File: src/rtl/next_pc_unit.sv
// next_pc_unit: program-counter stage of the pipelined CPU.
// Holds the architectural fetch PC and chooses its next value.
// The candidates are, in priority order: EX mispredict recovery, EX jump,
// ID predicted-taken redirect, stall hold, and sequential PC+4.
// Also drives the pipeline flush pulses and the saturating branch and
// mispredict statistics.
//
// Ports
//   clk, rst        rising-edge clock, asynchronous active-high reset
//   next_type       EX resolution: 00 seq, 01 recover, 10 jump, 11 as 00
//   ex_is_branch    EX holds a valid branch this cycle (statistics)
//   recover_pc      redirect target for next_type=01
//   jump_target     redirect target for next_type=10
//   id_pred_taken   ID predicts a taken branch to id_pred_target
//   id_pred_target  ID-computed branch target
//   stall           load-use hazard, hold PC
//   pc              current fetch address (registered)
//   fetch_valid     pc is a valid, non-squashed fetch (registered)
//   flush_ifid      squash IF/ID this cycle (combinational)
//   flush_idex      squash ID/EX this cycle (combinational)
//   branch_cnt      resolved branches since reset, saturating
//   mispred_cnt     mispredicts since reset, saturating
module next_pc_unit #(
  parameter int unsigned       ADDR_W   = 32,
  parameter logic [ADDR_W-1:0] RESET_PC = ADDR_W'(32'h0000_0000),
  parameter int unsigned       CNT_W    = 16
) (
  input  logic              clk,
  input  logic              rst,
  input  logic [1:0]        next_type,
  input  logic              ex_is_branch,
  input  logic [ADDR_W-1:0] recover_pc,
  input  logic [ADDR_W-1:0] jump_target,
  input  logic              id_pred_taken,
  input  logic [ADDR_W-1:0] id_pred_target,
  input  logic              stall,
  output logic [ADDR_W-1:0] pc,
  output logic              fetch_valid,
  output logic              flush_ifid,
  output logic              flush_idex,
  output logic [CNT_W-1:0]  branch_cnt,
  output logic [CNT_W-1:0]  mispred_cnt
);

  localparam int unsigned PC_STEP = 4;

  typedef enum logic [1:0] {
    NT_SEQ     = 2'b00,
    NT_RECOVER = 2'b01,
    NT_JUMP    = 2'b10,
    NT_RSVD    = 2'b11
  } next_type_e;

  typedef enum logic [1:0] {
    ST_BOOT   = 2'b00,
    ST_RUN    = 2'b01,
    ST_BUBBLE = 2'b10
  } state_e;

  state_e            state_q, state_d;
  logic [ADDR_W-1:0] pc_q, pc_d;
  logic              fetch_valid_q, fetch_valid_d;
  logic [CNT_W-1:0]  branch_cnt_q, branch_cnt_d;
  logic [CNT_W-1:0]  mispred_cnt_q, mispred_cnt_d;

  // EX-stage resolution decode; the reserved code behaves as sequential
  logic ex_recover_c;
  logic ex_jump_c;
  assign ex_recover_c = (next_type == NT_RECOVER);
  assign ex_jump_c    = (next_type == NT_JUMP);

  // State, PC and fetch-valid registers
  always_ff @(posedge clk or posedge rst) begin
    if (rst) begin
      state_q       <= ST_BOOT;
      pc_q          <= RESET_PC;
      fetch_valid_q <= 1'b0;
    end else begin
      state_q       <= state_d;
      pc_q          <= pc_d;
      fetch_valid_q <= fetch_valid_d;
    end
  end

  // Next-state, next-PC and flush selection
  always_comb begin
    state_d    = state_q;
    pc_d       = pc_q;
    flush_ifid = 1'b0;
    flush_idex = 1'b0;

    unique case (state_q)
      // First cycle out of reset: PC held, no redirect is accepted yet
      ST_BOOT: begin
        state_d = ST_RUN;
      end

      // A redirect is honoured in BUBBLE as well and re-enters BUBBLE
      ST_RUN, ST_BUBBLE: begin
        state_d = ST_RUN;
        if (ex_recover_c) begin
          pc_d       = recover_pc;
          flush_ifid = 1'b1;
          flush_idex = 1'b1;
          state_d    = ST_BUBBLE;
        end else if (ex_jump_c) begin
          pc_d       = jump_target;
          flush_ifid = 1'b1;
          flush_idex = 1'b1;
          state_d    = ST_BUBBLE;
        end else if (id_pred_taken) begin
          // Only the instruction fetched behind the predicted branch dies
          pc_d       = id_pred_target;
          flush_ifid = 1'b1;
          state_d    = ST_BUBBLE;
        end else if (stall) begin
          pc_d = pc_q;
        end else begin
          // Sequential fetch wraps silently at the top of the address space
          pc_d = pc_q + ADDR_W'(PC_STEP);
        end
      end

      default: begin
        state_d = ST_BOOT;
      end
    endcase

    fetch_valid_d = (state_d == ST_RUN);
  end

  // Statistics counters, saturating at all-ones
  always_comb begin
    branch_cnt_d  = branch_cnt_q;
    mispred_cnt_d = mispred_cnt_q;
    if (ex_is_branch && (branch_cnt_q != {CNT_W{1'b1}})) begin
      branch_cnt_d = branch_cnt_q + CNT_W'(1);
    end
    if (ex_is_branch && ex_recover_c && (mispred_cnt_q != {CNT_W{1'b1}})) begin
      mispred_cnt_d = mispred_cnt_q + CNT_W'(1);
    end
  end

  always_ff @(posedge clk or posedge rst) begin
    if (rst) begin
      branch_cnt_q  <= '0;
      mispred_cnt_q <= '0;
    end else begin
      branch_cnt_q  <= branch_cnt_d;
      mispred_cnt_q <= mispred_cnt_d;
    end
  end

  assign pc          = pc_q;
  assign fetch_valid = fetch_valid_q;
  assign branch_cnt  = branch_cnt_q;
  assign mispred_cnt = mispred_cnt_q;

endmodule

File: config.mk
export PLATFORM = sky130hd
export DESIGN_NAME = next_pc_unit
export DESIGN_NICKNAME = d
export VERILOG_FILES = /design/src/rtl/next_pc_unit.sv
export SDC_FILE = /design/constraint.sdc
export NUM_CORES = 1
export LEC_CHECK = 0
export CAP_MARGIN = 10
export CELL_PAD_IN_SITES_DETAIL_PLACEMENT = 1
export CELL_PAD_IN_SITES_GLOBAL_PLACEMENT = 2
export CORE_AREA = 2 2 134 149
export DETAILED_ROUTE_END_ITERATION = 7
export DIE_AREA = 0 0 136 151
export GPL_TIMING_DRIVEN = 0
export PLACE_DENSITY_LB_ADDON = 0.1
export REMOVE_ABC_BUFFERS = 1
export SLEW_MARGIN = 20
export SYNTH_ARGS = -nofsm -noshare
export SYNTH_HDL_FRONTEND = slang
export SYNTH_SLANG_ARGS = --single-unit
export TNS_END_PERCENT = 1
File: constraint.sdc
create_clock -name clk -period 1.95 [get_ports clk]
set_input_delay 0.2925 -clock clk [delete_from_list [all_inputs] [get_ports clk]]
set_output_delay 0.2925 -clock clk [all_outputs]
set_load 0.01 [all_outputs]
Yosys cells after proc, flatten, opt, wreduce, memory -nomap -nowiden

Cells that the tools add are included.

Add/sub/neg operators: 3
Eq/ne operators: 8
Mux-type cells: 15
Reductions and logical operators: 6

Operators by type and width:

| kind                    | count |
|---|---|
| $mux W32                | 4 |
| $add A16 B1 Y16 const B | 2 |
| $add A32 B3 Y32 const B | 1 |
| $ne A16 B16 Y1 const B  | 2 |
| $mux W1                 | 7 |
| $eq A2 B1 Y1 const B    | 3 |
| $mux W2                 | 3 |
| $eq A2 B2 Y1 const B    | 2 |
| $ne A4 B2 Y1 const B    | 1 |
| $pmux W2 S2             | 1 |
| $logic_and A1 B1 Y1     | 3 |
| $logic_not A2 Y1        | 1 |
| $reduce_and A2 Y1       | 1 |
| $reduce_or A2 Y1        | 1 |

Flip-flop bits (word level): 67
Input port bits: 103
Output and inout bits: 67
Word-level logic and storage cells: 37

Depth between registers and ports, before layout

Gate-level depths: netlist of the first run.

Depth in word-level cells: 5
Mapped depth: 10
Gate-level depth less buffers: 7

Worst setup path before layout of the first run

Ideal clock, no wire load.

Kind: in2reg
Start point: in next_type[0]
End point: reg pc_q[11], in the netlist pc[11]
Library setup time: 95 ps
Arrival: 1,782 ps
Data required time: 1,855 ps
Slack: 72 ps
Stages: 8
Buffers on the path: 2
Path through: inv_1 > ha_1 > buf_2 > or2_1 > buf_2 > or3_1 > o31a_1 > o31ai_1

Cells in the longest elaborated chain, start to end: 3
Elaborated cells on any way between the ends: 6
Those cells by class: 3 x eq/ne; 2 x mux; 1 x reduce/logical

Ends and longest elaborated chain:

| item                                                    | line   | RTL |
|---|---|---|
| start: declaration                                      | 30     | `input logic [1:0] next_type,` |
| $eq A2 B1 Y1 or $eq A2 B2 Y1 (tied branches)            | 69, 70 |  |
| $ne A4 B2 Y1 (no line) or $mux W32 (tied branches)      | -      |  |
| $reduce_and A2 Y1 (no line) or $mux W32 (tied branches) | -      |  |
| end signal: assignment                                  | 80     | `pc_q <= pc_d;` |
| end: declaration                                        | 61     | `logic [ADDR_W-1:0] pc_q, pc_d;` |

Several ways; a longest one is shown, not always the timed one.
A chain may end at the register's enable or synchronous reset.

Worst setup path in the final report of the first run

Start point: in next_type[0]
End point: reg pc_q[31], in the netlist pc[31]

Same word-level chain as after synthesis.

==> results of run 1 <==
## report_power, final
part	total (mW)	switching [mW]	internal, mW
combinational	4.26	1.97	2.29
clock	1.83	0.682	1.14
sequential	2.66	0.740	1.92
total	8.74	3.39	5.35
## cells in the final DEF (no fill, tap or decap), types with 10 or more instances in the layout
| cell | count |
|---|---|
| clkdlybuf4s50_1 | 163 |
| dfrtp_1 | 57 |
| nand2_1 | 40 |
| nor2_1 | 31 |
| o21ai_0 | 29 |
| buf_4 | 27 |
| xnor2_1 | 21 |
| a221oi_1 | 20 |
| nand3_1 | 19 |
| a21oi_1 | 16 |
| nand2b_1 | 16 |
| nand4_1 | 14 |
| o31ai_1 | 13 |
| inv_1 | 11 |
| a32o_1 | 11 |
| dfrtp_2 | 10 |
## final cells by class
type | instances | area (um^2)
clock inverter | 5 | 77.6
clock buffer | 10 | 239
antenna | 1 | 2.50
fill | 2154 | 11800
timing repair inverter | 1 | 7.51
tap | 247 | 309
multi-input combinational | 369 | 2670
sequential | 67 | 1690
timing repair buffer | 204 | 2090
inverter | 16 | 66.3
## cell usage after synthesis (all sizes together) (2+ instances only)
| library cell | instances |
|---|---|
| nand4 | 16 |
| clkbuf | 23 |
| nor4 | 2 |
| ha | 7 |
| a311oi | 2 |
| nand2 | 42 |
| inv | 16 |
| a22o | 2 |
| and4 | 7 |
| and3 | 10 |
| o21a | 5 |
| nor3 | 10 |
| a41oi | 2 |
| a32o | 11 |
| buf | 7 |
| a21oi | 17 |
| and2 | 3 |
| o31a | 3 |
| xnor2 | 21 |
| a21boi | 3 |
| mux2i | 6 |
| o31ai | 13 |
| a211oi | 3 |
| or3 | 4 |
| o211ai | 3 |
| xor2 | 8 |
| nor2b | 3 |
| o22ai | 6 |
| o21ai | 32 |
| a221oi | 20 |
| nand3 | 23 |
| a31o | 9 |
| nand2b | 16 |
| nor2 | 33 |
| dfrtp | 67 |
| mux2 | 2 |
| a31oi | 7 |
| a221o | 6 |
## worst reg2reg max path, stage by stage, from the launching register on
cell     delay, ns
dfrtp_1       0.39
ha_2          0.20
and2_4        0.20
nand3_4       0.11
o41ai_4       0.34
buf_4         0.19
mux2_2        0.33
## per-layer routing
| metal | vias to the layer above | wire (um) |
|---|---|---|
| li1 | 2199 | - |
| met1 | 2359 | 8140 |
| met2 | 139 | 9400 |
| met3 | 17 | 1310 |
| met4 | 0 | 326 |
| met5 | - | 0 |
## per-stage QoR
stage / hold slack [ns] / std cells
after floorplan: 0.442 / 449
after global placement: 0.483 / 865
after detailed placement: 0.485 / 869
after CTS: 0.305 / 908
after global routing: 0.339 / 920
final: 0.299 / 920
## worst paths after layout
kind                                start        endpoint  slack [ns]  cells past startpoint
min in group clk             ex_is_branch   branch_cnt[6]        0.43                      3
hold reg to reg            mispred_cnt[9]  mispred_cnt[9]        0.50                      1
setup / recovery             next_type[0]          pc[31]        0.08                      8
max in group asynchronous             rst          pc[19]        1.06                      3
hold / removal                        rst  mispred_cnt[4]        0.30                      2
setup reg to reg            branch_cnt[1]   branch_cnt[1]        0.09                      6
## registers in the layout, summed over array words and instances, names as in the netlist
name         cells
pc              32
branch_cnt      16
mispred_cnt     16
state_q          2
fetch_valid      1
## kinds of logic (layout without fill, tap and decap cells)
kind of cell	after synthesis	after routing	synth area share (%)
AOI/OAI and AO/OA	149	149	25.7
xor gates and xnor gates	29	29	5.87
adders and majority gates	7	7	2.02
buffers and inverters	46	236	4.19
DFF	67	67	38.7
muxes	8	8	1.91
other	0	1	0
and+or+nand+nor	173	176	21.6
## timing repair
action	CTS	global route
pin swaps	6	7
resized for setup	38	23
gates cloned	6	0
setup endpoints to repair	60	32
setup buffers	18	12
endpoints found under the hold margin	0	0
==> metrics.yaml, run 1 <==
run_status:
  status: "completed"
grt:
  grt_pass1_wl_um: 29200
  grt_antenna_before_repair: 1
  grt_max_degree: 44
  gr-total-overflow: 0
  top_usage_layer: "met2"
  grt_util_met3_pct: 4.52
  grt_pass1_vias: 5004
  track_usage_pct: 18.8
  grtUsageMet2_pct: 32.5
  use_met1_pct: 23.2
detailed_routing:
  drt_iter0_markers: 186
  vias_per_cell: 5.12
  wire_per_inst_um: 20.9
  drcViolationCount: 0
  totalWireLength_um: 19200
  ant_nets: 0
  drt_pre_antenna_iters: 4
  dr_total_vias: 4714
logic_synthesis:
  synth_top_area_cell: "dfrtp_1"
  synth-warning-count: 0
  syn_area_um2: 4330
  yosysSeqAreaShare_pct: 38.7
  yosysTopAreaCellShare_pct: 38.7
  syn_area_per_cell_um2: 9.04
  synth_cells: 479
  ys_async_sr_fraction_pct: 100
  yosysUniqueCellTypes: 59
  ys_top_cells_by_area: "dfrtp_1 (39%), xnor2_1 (4.2%), a221oi_1 (4.0%)"
  synth_edf_count: 0
  synthFlopType: "dfrtp_1"
  synth-seq-cells: 67
sta:
  period_share_pct: 95.8
  setup_slack_ns: 0.0812
  hold_violations: 0
  setup_violations: 0
  skew_ns: 0.00591
  fin_tns_setup_ns: 0
  fmax_ghz: 0.535
  report.final.slew_viol_count: 0
  worstMarginPinSlew_ns: 0.754
  min_period_ns: 1.87
  slew_headroom_pct: 49.7
die:
  dieArea_um2: 20500
  io_pins: 170
  core_area_um2: 19000
  num_rows: 53
  die_y_um: 151
  die_w_um: 136
  start_util_pct: 22.8
run:
  drv_cap: 0
critical_path:
  start_kind: "input port"
  cp_max_fo: 20
  worst_path_max_delay_cell: "or4_1"
  critPathTopFamily: "simple AND/OR/NAND/NOR gates"
  path_buf_inv: 3
  crit_arrival_ns: 2.15
  end_kind: "flip-flop"
  path_cells: "clkdlybuf4s15_1 > inv_1 > ha_4 > buf_16 > or2_4 > or4_1 > or3_1 > nand3_1"
  max_stage_delay_ns: 0.46
  required_ns: 2.23
  criticalPathCategory: "input port to flip-flop"
placement:
  hpwl_um: 12300
  port_buffers: 169
  post-place-ws_ns: -1.26
  gp_congestion: 0.730
  place_area_um2: 6350
clocking:
  cts_buffer_depth: 2
  path_clk_slew_ns: 0.06
  clock_latency_ns: 0.34
  cts_sinks: 67
  cts_hold_buf: 0
  cts_made_buffers: 9
  tritoncts: "built"
  root_buffer: "clkbuf_16"
  htree_levels: 3
power:
  p_leak_nw: 2.80
  worst_ir_drop_vdd_uv: 665
  p_per_area_nw_per_um2: 1220
  finalPower_mw: 8.74
layout:
  post-route-util_pct: 37.7
  fin_area_um2: 7150
  area_delta_synth_final_pct: 65.1
  drive_gt1_share_pct: 17.6
  finalNetCount: 778
worst_hold_path:
  hold_class: "input port to async pin"
Note: power is estimated with default switching activity, not from simulation.
==> inputs of run 2 (changes only) <==
--- a/config.mk
+++ b/config.mk
@@ -10,5 +10,6 @@
 export CELL_PAD_IN_SITES_GLOBAL_PLACEMENT = 2
-export CORE_AREA = 2 2 134 149
+export CORE_AREA = 2 2 113 126
 export DETAILED_ROUTE_END_ITERATION = 7
-export DIE_AREA = 0 0 136 151
+export DIE_AREA = 0 0 115 128
+export DONT_BUFFER_PORTS = 1
 export GPL_TIMING_DRIVEN = 0
==> constraint.sdc (replaced) <==
create_clock -name clk -period 1.95 [get_ports clk]
set_input_delay 0.39 -clock clk [delete_from_list [all_inputs] [get_ports clk]]
set_output_delay 0.39 -clock clk [all_outputs]
set_load 0.01 [all_outputs]
==> metrics.yaml, run 2 (synthesis gave the netlist of run 1 again) <==
run_status:
  status: "completed"  # unchanged
critical_path:
  start_kind: "flip-flop"  # was input port
  criticalPathCategory: "flip-flop to flip-flop"  # was input port to flip-flop
  cp_max_fo: 6  # was 20
  crit_top_cell: "nand3_1"
  critPathTopFamily: "simple AND/OR/NAND/NOR gates"  # unchanged
  end_kind: "flip-flop"  # unchanged
  path_cells: "ha_4 > nand3_1 > nor2_2 > nand3_1 > a31o_2 > a32o_1"  # was clkdlybuf4s15_1 > inv_1 > ha_4 > buf_16 > or2_4 > or4_1 > or3_1 > nand3_1
  max_stage_delay_ns: 0.47  # was 0.46 ns
  path_buf_inv: 0  # was 3
  worst_path_max_delay_cell: "dfrtp_2"  # was or4_1
  crit_arrival_ns: 2.14  # was 2.15 ns
  required_ns: 2.17  # was 2.23 ns
clocking:
  htree_levels: 3  # unchanged
  cts_made_buffers: 9  # unchanged
  cts_buffer_depth: 2  # unchanged
  path_clk_slew_ns: 0.06  # about the same
  clock_latency_ns: 0.34  # about the same
  root_buffer: "clkbuf_16"  # unchanged
  cts_sinks: 67  # unchanged
  tritoncts: "built"  # unchanged
layout:
  final_cell_mix: "dfrtp_1 (51), nand2_1 (42), nor2_1 (31), o21ai_0 (29), xnor2_1 (21)"  # was clkdlybuf4s50_1 (163), dfrtp_1 (57), nand2_1 (40), nor2_1 (31), o21ai_0 (29)
  largest_register_ffs: 32  # unchanged
  drive_gt1_share_pct: 19.0  # was 17.6%
  finalNetCount: 585  # was 778
  fin_area_um2: 5150  # was 7150 um^2
  final_common_cell: "dfrtp_1"  # was clkdlybuf4s50_1
  area_delta_synth_final_pct: 18.9  # was 65.1%
die:
  dieArea_um2: 14700  # was 20,500 um^2
  core_area_um2: 13500  # was 19,000 um^2
  io_pins: 170  # unchanged
  start_util_pct: 32.0  # was 22.8%
  die_w_um: 115  # was 136 um
  die_y_um: 128  # was 151 um
  num_rows: 45  # was 53
placement:
  hpwl_um: 10400  # was 12,300 um
  gp_congestion: 0.699  # was 0.730
  port_buffers: 0  # was 169
  place_area_um2: 4560  # was 6350 um^2
worst_hold_path:
  hold_class: "input port to flip-flop"  # was input port to async pin
grt:
  track_usage_pct: 20.8  # was 18.8%
  grt_util_met3_pct: 6.24  # was 4.52%
  gr-total-overflow: 0  # unchanged
  grt_antenna_before_repair: 2  # was 1
  grt_pass1_vias: 4054  # was 5,004
  grt_max_degree: 40  # was 44
  top_usage_layer: "met2"  # unchanged
  grtUsageMet2_pct: 35.4  # was 32.5%
  use_met1_pct: 25.4  # was 23.2%
  grt_pass1_wl_um: 23200  # was 29,200 um
sta:
  report.final.slew_viol_count: 0  # unchanged
  fmax_ghz: 0.521  # was 0.535 GHz
  period_share_pct: 98.4  # was 95.8%
  hold_violations: 0  # unchanged
  rsz0062_at_grt: "true"
  worstMarginPinSlew_ns: 0.705  # was 0.754 ns
  skew_ns: 0.00555  # was 0.00591 ns
  slew_headroom_pct: 53.0  # was 49.7%
  fin_tns_setup_ns: 0  # unchanged
  min_period_ns: 1.92  # was 1.87 ns
  setup_violations: 0  # unchanged
detailed_routing:
  vias_per_cell: 6.05  # was 5.12
  totalWireLength_um: 15200  # was 19,200 um
  ant_nets: 0  # unchanged
  drt_pre_antenna_iters: 4  # unchanged
  drt_iter0_markers: 214  # was 186
  wire_per_inst_um: 23.5  # was 20.9 um
  dr_total_vias: 3909  # was 4,714
  drcViolationCount: 0  # unchanged
run:
  drv_cap: 0  # unchanged
power:
  p_leak_nw: 1.99  # was 2.80 nW
  p_per_area_nw_per_um2: 1410  # was 1220 nW/um^2
  worst_ir_drop_vdd_uv: 586  # was 665 uV
-- run 2: cell types whose count changed in the layout (fill, tap and decap cells not counted), moves of 3 or more --
cell             delta
buf_4              -22
inv_1               +3
dfrtp_2             +6
dfrtp_1             -6
clkdlybuf4s50_1   -163
inv_2               -3
-- run 2: worst paths after layout --
| check | from | cells after the start | to | slack, ns |
|---|---|---|---|---|
| worst max-delay path | pc[2] | 6 | pc[18] | 0.03 |
| worst min-delay path | recover_pc[1] | 2 | pc[1] | 0.23 |
| worst max register to register | pc[2] | 6 | pc[18] | 0.03 |
| worst min register to register | branch_cnt[0] | 1 | branch_cnt[0] | 0.53 |
| max in group asynchronous | rst | 3 | pc[7] | 0.84 |
| min in group asynchronous | rst | 2 | mispred_cnt[4] | 0.54 |
-- run 2: area by class of cell --
class / instances / area, um^2
antenna: 2 / 5.00
inverter: 16 / 66.3
multi-input combinational: 367 / 2640
clock buffer: 10 / 229
sequential: 67 / 1700
tap: 164 / 205
clock inverter: 6 / 90.1
fill: 1542 / 8370
timing repair buffer: 13 / 209
timing repair inverter: 1 / 5.00
-- run 2: power breakdown --
group	internal [mW]	switching, mW
registers	1.93	1.09
clock network	1.12	0.653
logic	1.11	1.34
total	4.16	3.09
-- run 2: what timing repair did --
action                                  CTS  global route
gates cloned                              2             0
setup buffers                             7             1
hold endpoints to repair                 28             0
resized for setup                        30            14
endpoints found under the setup margin   39            25
pin swaps                                 4             4
hold buffers                              1             0
-- run 2: stage by stage --
step | instances | worst slack [ns] | hold WS (ns) | util (%) | power, mW
finish | 646 | 0.0310 | 0.229 | 38.1 | 7.25
global route | 646 | -0.0540 | 0.233 | 38.1 | 7.76
CTS | 643 | -0.00635 | 0.212 | 37.6 | 7.25
detailed placement | 617 | -0.581 | 0.295 | 33.7 | 5.31
global placement | 613 | -1.95 | 0.545 | 32.7 | 4.93
floorplan | 449 | -0.689 | 0.516 | - | 4.33
-- run 2: layer usage --
layer,part of all wire [%],routed length (um),up-vias
met5,0,0,-
met2,50,7660,129
li1,-,-,1817
met1,41,6170,1952
met3,7.9,1210,11
met4,1.1,165,0
-- run 2: worst reg2reg max path, cell delays in order (launching register included) --
cell     delay (ns)
dfrtp_2        0.47
ha_4           0.19
nand3_1        0.23
nor2_2         0.30
nand3_1        0.16
a31o_2         0.27
a32o_1         0.20
